[src/rtl/branch_cond_pkg.sv]
// Shared constants and types for the branch-condition / PC block.
// Condition codes, FSM state encoding and the packed status-flag record.
package branch_cond_pkg;

  localparam logic [2:0] COND_AL  = 3'b000;
  localparam logic [2:0] COND_EQ  = 3'b001;
  localparam logic [2:0] COND_NE  = 3'b010;
  localparam logic [2:0] COND_LT  = 3'b011;
  localparam logic [2:0] COND_GE  = 3'b100;
  localparam logic [2:0] COND_LTU = 3'b101;
  localparam logic [2:0] COND_MI  = 3'b110;
  localparam logic [2:0] COND_VS  = 3'b111;

  localparam logic [1:0] ST_IDLE   = 2'b00;
  localparam logic [1:0] ST_HAZARD = 2'b01;
  localparam logic [1:0] ST_FLUSH  = 2'b10;

  typedef struct packed {
    logic n;
    logic v;
    logic c;
    logic z;
  } flags_t;

endpackage

[src/rtl/branch_cond_cond_eval.sv]
// Purely combinational branch-condition evaluator: condition code plus
// held N/V/C/Z flags give a single taken/not-taken result.
module cond_eval
  import branch_cond_pkg::*;
(
  input  logic [2:0] i_cond,
  input  flags_t     i_flags,
  output logic       o_true
);

  always_comb begin
    // NOTE: default assignment first so no path through the case leaves
    // o_true unassigned, which would otherwise infer a latch.
    o_true = 1'b0;
    case (i_cond)
      COND_AL:  o_true = 1'b1;
      COND_EQ:  o_true = i_flags.z;
      COND_NE:  o_true = ~i_flags.z;
      COND_LT:  o_true = i_flags.n ^ i_flags.v;
      COND_GE:  o_true = ~(i_flags.n ^ i_flags.v);
      COND_LTU: o_true = ~i_flags.c;  // C=1 means no borrow
      COND_MI:  o_true = i_flags.n;
      COND_VS:  o_true = i_flags.v;
      default:  o_true = 1'b0;
    endcase
  end

endmodule

[src/rtl/branch_cond.sv]
// Status register, branch resolution FSM and program counter.
// Optional branch statistics counters are built when BRANCH_STATS_EN is defined.
module branch_cond
  import branch_cond_pkg::*;
#(
  parameter int              PC_W     = 8,
  parameter logic [PC_W-1:0] RESET_PC = '0
) (
  input  logic            CLK,
  input  logic            RST,
  input  logic            PC_EN,
  input  logic            FLAG_WE,
  input  logic            N_IN,
  input  logic            V_IN,
  input  logic            C_IN,
  input  logic            Z_IN,
  input  logic            BR_VALID,
  input  logic [2:0]      BR_COND,
  input  logic [PC_W-1:0] BR_OFF,
  output logic            BR_READY,
  output logic [PC_W-1:0] PC,
  output logic            TAKEN,
  output logic            FLUSH,
  output logic            STALL,
  output logic            N,
  output logic            V,
  output logic            C,
  output logic            Z
`ifdef BRANCH_STATS_EN
  ,
  output logic [7:0]      BR_CNT,
  output logic [7:0]      TAKEN_CNT
`endif
);

  localparam logic [PC_W-1:0] PC_ONE = {{(PC_W-1){1'b0}}, 1'b1};

  flags_t          r_flags;
  logic [1:0]      r_state;
  logic [1:0]      w_state_nxt;
  logic [PC_W-1:0] r_pc;
  logic [PC_W-1:0] w_pc_nxt;
  logic [PC_W-1:0] w_pc_inc;
  logic [PC_W-1:0] w_target;
  logic            r_taken;
  logic            w_cond_true;
  logic            w_resolve;
  logic            w_take;
  logic            w_stall;

  cond_eval u_cond_eval (
    .i_cond  (BR_COND),
    .i_flags (r_flags),
    .o_true  (w_cond_true)
  );

  // Offset is already PC_W wide, so sign extension is implicit in the wrap.
  assign w_pc_inc = r_pc + PC_ONE;
  assign w_target = w_pc_inc + BR_OFF;

  assign w_resolve = BR_VALID &&
                     (((r_state == ST_IDLE) && !FLAG_WE) || (r_state == ST_HAZARD));
  assign w_take    = w_resolve && w_cond_true;
  assign w_stall   = ((r_state == ST_IDLE) && BR_VALID && FLAG_WE) ||
                     (r_state == ST_HAZARD);

  always_comb begin
    w_state_nxt = r_state;
    w_pc_nxt    = r_pc;
    case (r_state)
      ST_IDLE: begin
        if (BR_VALID && FLAG_WE) w_state_nxt = ST_HAZARD;
        else if (!BR_VALID && PC_EN) w_pc_nxt = w_pc_inc;
      end
      ST_HAZARD: w_state_nxt = ST_IDLE;
      // Two squash cycles: the TAKEN cycle, then the FLUSH pulse cycle.
      ST_FLUSH:  if (!r_taken) w_state_nxt = ST_IDLE;
      default:   w_state_nxt = ST_IDLE;
    endcase
    if (w_resolve) begin
      w_pc_nxt    = w_take ? w_target : w_pc_inc;
      w_state_nxt = w_take ? ST_FLUSH : ST_IDLE;
    end
  end

  // NOTE: sequential state uses non-blocking assignments so every register
  // samples the pre-edge values regardless of statement order.
  always_ff @(posedge CLK or posedge RST) begin
    if (RST) begin
      r_state <= ST_IDLE;
      r_pc    <= RESET_PC;
      r_taken <= 1'b0;
      r_flags <= '0;
    end else begin
      r_state <= w_state_nxt;
      r_pc    <= w_pc_nxt;
      r_taken <= w_take;
      if (FLAG_WE) r_flags <= '{n: N_IN, v: V_IN, c: C_IN, z: Z_IN};
    end
  end

`ifdef BRANCH_STATS_EN
  logic [7:0] r_br_cnt;
  logic [7:0] r_taken_cnt;

  always_ff @(posedge CLK or posedge RST) begin
    if (RST) begin
      r_br_cnt    <= 8'd0;
      r_taken_cnt <= 8'd0;
    end else begin
      if (w_resolve && (r_br_cnt != 8'hFF))  r_br_cnt    <= r_br_cnt + 8'd1;
      if (w_take && (r_taken_cnt != 8'hFF))  r_taken_cnt <= r_taken_cnt + 8'd1;
    end
  end

  assign BR_CNT    = r_br_cnt;
  assign TAKEN_CNT = r_taken_cnt;
`endif

  assign BR_READY = w_resolve;
  assign PC       = r_pc;
  assign TAKEN    = r_taken;
  assign FLUSH    = (r_state == ST_FLUSH) && !r_taken;
  assign STALL    = w_stall;
  assign N        = r_flags.n;
  assign V        = r_flags.v;
  assign C        = r_flags.c;
  assign Z        = r_flags.z;

endmodule

[config.mk]
export PLATFORM = sky130hd
export DESIGN_NAME = branch_cond
export DESIGN_NICKNAME = d
export VERILOG_FILES = /design/src/rtl/branch_cond_pkg.sv /design/src/rtl/branch_cond_cond_eval.sv /design/src/rtl/branch_cond.sv
export SDC_FILE = /design/constraint.sdc
export NUM_CORES = 1
export LEC_CHECK = 0
export CAP_MARGIN = 40
export CORE_UTILIZATION = 46
export DETAILED_ROUTE_END_ITERATION = 6
export HOLD_SLACK_MARGIN = 0.05
export PLACE_DENSITY = 0.86
export SYNTH_ARGS = -nofsm -noshare
export SYNTH_HDL_FRONTEND = slang
export SYNTH_SLANG_ARGS = --single-unit
[constraint.sdc]
create_clock -name CLK -period 3.2 [get_ports CLK]
set_clock_uncertainty 0.15 [all_clocks]
set_input_delay 0.64 -clock CLK [delete_from_list [all_inputs] [get_ports CLK]]
set_output_delay 0.64 -clock CLK [all_outputs]
set_load 0.005 [all_outputs]
After elaboration in Yosys (flattened, before gate mapping)
Cells that the tools add are included.
{"block": "totals", "reg_bits": 15, "in_bits": 20, "output_inout_bits": 16, "word_cells": 55}
{"block": "op_classes", "n_addsub": 2, "eq_ne": 12, "n_mux": 11, "bitwise_logic": 4, "reduce_logical": 19}
{"cell": "two-way mux 8 bit", "count": 5}
{"cell": "equality test 3 bit, second input constant", "count": 4}
{"cell": "adder 8 x 1 -> 8 bit, second input constant", "count": 1}
{"cell": "adder 8 bit", "count": 1}
{"cell": "logical AND 1 bit", "count": 8}
{"cell": "two-way mux 2 bit", "count": 4}
{"cell": "one-hot mux 1 bit (8 select lines)", "count": 1}
{"cell": "equality test 3 x 2 -> 1 bit, second input constant", "count": 2}
{"cell": "one-hot mux 2 bit (2 select lines)", "count": 1}
{"cell": "nonzero test 2 bit", "count": 2}
{"cell": "equality test 3 x 1 -> 1 bit, second input constant", "count": 1}
{"cell": "logical NOT 1 bit", "count": 3}
{"cell": "logical NOT 3 bit", "count": 1}
{"cell": "inequality test 3 x 2 -> 1 bit, second input constant", "count": 1}
{"cell": "inequality test 3 bit, second input constant", "count": 1}
{"cell": "inverter 1 bit", "count": 3}
{"cell": "AND reduction 3 bit", "count": 1}
{"cell": "equality test 2 x 1 -> 1 bit, second input constant", "count": 1}
{"cell": "equality test 2 bit, second input constant", "count": 1}
{"cell": "logical NOT 2 bit", "count": 1}
{"cell": "logical OR 1 bit", "count": 2}
{"cell": "inequality test 2 bit, second input constant", "count": 1}
{"cell": "AND reduction 2 bit", "count": 1}
{"cell": "XOR 1 bit", "count": 1}

Depth between registers and ports, before layout
Gate-level depths: netlist of run 1.
{"block": "logic_depth", "ltp_word": 7, "depth_mapped": 10, "ltp_nobuf": 10}

Modules after synthesis
From an unflattened synthesis of run 1, not the netlist that was laid out.
{"block": "unflattened", "cells_unflattened": 131, "hier_area_um2": 1192.4}
{"mod": "branch_cond", "instances": 1, "cells_per_inst": 122, "area_each_um2": 1121.1, "seq_area_each_um2": 375.4}
{"mod": "cond_eval", "instances": 1, "cells_per_inst": 9, "area_each_um2": 71.3, "seq_area_each_um2": 0.0}

Worst setup path after synthesis of run 1
OpenSTA, ideal clock, no wires.
{"block": "synth_timing", "kind": "register to register", "start": "reg r_pc[0], in the netlist PC[0]", "end": "reg r_pc[7], in the netlist PC[7]", "setup_ns": 0.128, "t_arrival_ns": 2.264, "required_time_ns": 2.922, "path_slack_ns": 0.658, "stages_incl_launch_ff": 11, "path_buffers": 0, "period_less_slack_ns": 2.542, "cell_sequence": "dfrtp_1 -> ha_1 -> nand3_1 -> xnor2_1 -> ha_1 -> nand2_1 -> o311ai_1 -> or3_1 -> nand4_2 -> mux2i_1 -> xor2_1"}
{"block": "synth_between", "elab_chain_len": 5, "elab_cells_between_ends": 7, "cone_classes": "2 x add/sub; 5 x mux"}
{"item": "start, declared", "line_no": "branch_cond.sv:41", "rtl": "logic [PC_W-1:0] r_pc;"}
{"item": "start signal, assigned", "line_no": "branch_cond.sv:96", "rtl": "r_pc <= w_pc_nxt;"}
{"item": "adder 8 x 1 -> 8 bit (*)", "line_no": "branch_cond.sv:58", "rtl": "assign w_pc_inc = r_pc + PC_ONE;"}
{"item": "parallel branches: the longest is 3 deep, another holds adder 8 bit"}
{"item": "two-way mux 8 bit (*)", "line_no": "branch_cond.sv:80", "rtl": "if (w_resolve) begin"}
Every way passes the cells marked *. The select of a mux whose other input is x is not followed.
A chain may end at the register's enable or synchronous reset.

Final worst setup path of run 1
{"block": "layout_timing", "start": "in FLAG_WE", "end": "out BR_READY"}
{"block": "layout_between", "elab_chain_len": 4}
{"item": "start, declared", "line_no": "branch_cond.sv:12", "rtl": "input logic FLAG_WE,"}
{"item": "logical NOT 1 bit", "line_no": "branch_cond.sv:62", "rtl": "(((r_state == ST_IDLE) && !FLAG_WE) || (r_state == ST_HAZARD));"}
{"item": "logical AND 1 bit", "line_no": "branch_cond.sv:62"}
{"item": "logical OR 1 bit", "line_no": "branch_cond.sv:62"}
{"item": "logical AND 1 bit", "line_no": "branch_cond.sv:61", "rtl": "assign w_resolve = BR_VALID &&"}
{"item": "end, declared", "line_no": "branch_cond.sv:20", "rtl": "output logic BR_READY,"}
No other way between the ends.

==> results by group, run 1 <==
Timing
  – Slew headroom: 41.37%
  – Worst hold slack: 0.3337 ns
  – Hold Vio Cnt, Final: 0
  – Max-slew violation count: 0
  – Fmax: 344.8 MHz
  – Setup TNS: 0 ns
  – RSZ-0062 raised after global routing: false
  – Tcrit/Tclk final: 90.62%
  – Worst-margin pin slew: 0.8776 ns
  – Tmin final: 2.900 ns
  – # setup viols final: 0

GRT
  – First-pass GRT wire length: 4.892 mm
  – Met1 Usage GRT: 29.35%
  – Vias in the first global route: 1054
  – GRT Total Usage: 24.13%
  – Global routing met2 resource utilization: 42.83%
  – Met3 GRT Util: 5.507%
  – Remaining Overflow, GRT: 0
  – Top Usage Layer GRT: met2
  – Initial antenna violation count: 0
  – Largest net degree at the start of global routing: 16

Synthesis
  – Synth Warn #: 0
  – Sequential share of the synthesized area: 32.15%
  – Syn nets: 160
  – Mapped Area: 1167 um^2
  – Synth async-reset ratio: 100.0%
  – Ys flop type: dfrtp_1
  – Syn avg cell area: 8.980 um^2
  – Post-Syn Instances: 130
  – #FFs+latches synth: 15
  – EDFF count, synth: 0
  – Yosys cell types: 39

Clock network
  – Post-CTS Resized: 0
  – Clock sink total: 15
  – Worst-path clk slew: 0.10 ns
  – Root Driver: clkbuf_4
  – Post-cts hold buffer count: 0
  – CTS buffer count: 3
  – Clk_lat worst skew: 0.28 ns
  – Post-CTS setup buffers: 0
  – CTS tree: built
  – Clock Tree Buf Depth: 2
  – H-tree levels: 1

Setup path
  – CP bufs+invs: 3
  – Most used cell, CP: clkdlybuf4s50_1
  – Slowest CP cell: clkdlybuf4s50_1
  – Critical path type: input pin to output port
  – WP data required: 2.41 ns
  – Worst Path Max Fanout: 6
  – Data arrival, critical path: 2.11 ns
  – Cell Chain, Critical Path: clkdlybuf4s50_1, nand2b_1, nand3b_1, inv_1, clkdlybuf4s50_1
  – Delay-heaviest family, CP: buffers and inverters
  – CP Capture Type: output port
  – Slowest stage delay, CP: 0.54 ns
  – Startpoint Class: input pin

Place
  – Placed Instances: 192
  – Post-DP HPWL: 2.236 mm
  – PortBufs: 35
  – Routability-driven placement congestion ratio: 0.8550
  – Placed cell area: 1549 um^2

Routing
  – Drc violations: 0
  – DR pass1 iterations: 4
  – Starting DRC count in detailed routing: 21
  – Final WL: 2.793 mm
  – Via count: 1132
  – Post-DRT Antenna Nets: 0
  – DR vias/cell: 5.776
  – WL/cell: 14.25 um

Floorplanning
  – Initial Util: 50.82%
  – Core Rows: 17
  – IO Pins: 36
  – Die Span Y: 52.38 um
  – Core box area: 2297 um^2
  – Die ar.: 2743 um^2
  – Die Span X: 52.38 um

Layout
  – Layout area overhead: 35.26%
  – Nets: 199
  – Diode count: 0
  – Non-filler cells, final: 196
  – Final instance area: 1579 um^2
  – Layout cells sized above 1: 7.143%
  – Fill cells: 193

Power
  – Max rail drop VDD: 0.4954 mV
  – Power Total: 1.217 mW
  – Leak pwr: 0.6517 nW
  – PD cells: 770.7 nW/um^2

Run status
  – Outcome: finished, final reports clean

Flow run
  – Max_cap viols: 0

Min path
  – Hold Crit Class: flip-flop to flip-flop
[final timing paths]
path / start / to / slack, ns / depth (start not counted)
worst max-delay path: FLAG_WE / BR_READY / 0.30 / 5
worst min-delay path: PC[7] / PC[7] / 0.33 / 1
worst max register to register: PC[0] / PC[7] / 0.36 / 10
worst min register to register: PC[7] / PC[7] / 0.33 / 1
max in group asynchronous: RST / PC[3] / 1.96 / 2
min in group asynchronous: RST / Z / 0.55 / 2
[cell usage in the layout, fill, tap and decap left out, drive strengths merged, types with 2 or more instances in the layout]
cell type	n
clkdlybuf4s50	35
nand2	16
dfrtp	15
nor2	12
ha	9
o21ai	9
a21oi	8
inv	5
xnor2	5
xor2	5
nand2b	4
mux2i	4
mux2	4
nand3	3
clkbuf	3
nor3	2
and2	2
o211ai	2
a22oi	2
a21o	2
or3	2
o311ai	2
nand4	2
[sequential cells by signal, summed over array words and instances (netlist names)]
register  flops
C             1
N             1
PC            8
TAKEN         1
V             1
Z             1
r_state       2
[synthesized netlist by cell type (2+ instances only)]
cell type / count / area, um^2
a21o_1: 2 / 15.01
a21oi_1: 8 / 40.04
a22oi_1: 2 / 15.01
and2_1: 2 / 12.51
dfrtp_1: 15 / 375.4
ha_1: 9 / 112.6
inv_1: 5 / 18.77
mux2_2: 4 / 45.04
mux2i_1: 4 / 40.04
nand2_1: 16 / 60.06
nand2b_1: 4 / 25.02
nand3_1: 3 / 15.01
nor2_1: 12 / 45.04
nor3_1: 2 / 10.01
o211ai_1: 2 / 15.01
o21ai_0: 8 / 40.04
or3_1: 2 / 12.51
xnor2_1: 5 / 43.79
xor2_1: 5 / 43.79
[through the flow]
| stage | setup slack (ns) | utilization (%) |
|---|---|---|
| finish | 0.3000 | 68.74 |
| CTS | 0.2985 | 68.74 |
| detailed placement | 0.2687 | 67.43 |
| global route | 0.1096 | 68.74 |
| global placement | 0.3267 | 67.43 |
| floorplan | 0.6580 | - |
[cell families after synthesis]
group	Yosys count	synth area share, %
AOI/OAI and AO/OA	33	19.51
xor gates and xnor gates	10	7.502
adders and majority gates	10	11.36
buffers and inverters	7	2.572
DFF	15	32.15
muxes	8	7.288
and+or+nand+nor	47	19.61
[layer usage]
layer  vias to the layer above  part of all wire [%]
met5                         -                     0
met4                         0                   1.6
met3                         6                   4.8
met2                        33                    51
met1                       550                    43
li1                        543                     -
[cell type report]
cell class,instances,area (um^2),share of cell area [%]
multi-input cells,108,762.0,48.26
flip-flops and latches,15,375.4,23.77
repair buffers,36,357.8,22.66
well taps,28,35.03,2.219
clock buffers,3,22.52,1.426
inverters,5,18.77,1.189
clock inverters,1,7.507,0.4754
[where the power goes]
part / total [mW] / internal [mW] / leakage, nW / switching (mW)
combinational: 0.776 / 0.402 / 0.460 / 0.374
clock: 0.114 / 0.0475 / 0.0139 / 0.0662
sequential: 0.328 / 0.246 / 0.177 / 0.0811
total: 1.22 / 0.695 / 0.652 / 0.521
(Power assumes the default switching activity.)
==> run 2: changes to the inputs <==
- SKIP_LAST_GASP: not set -> 1
==> results of run 2 <==
The final DEF is identical to that of run 1; final timing and power are the same.
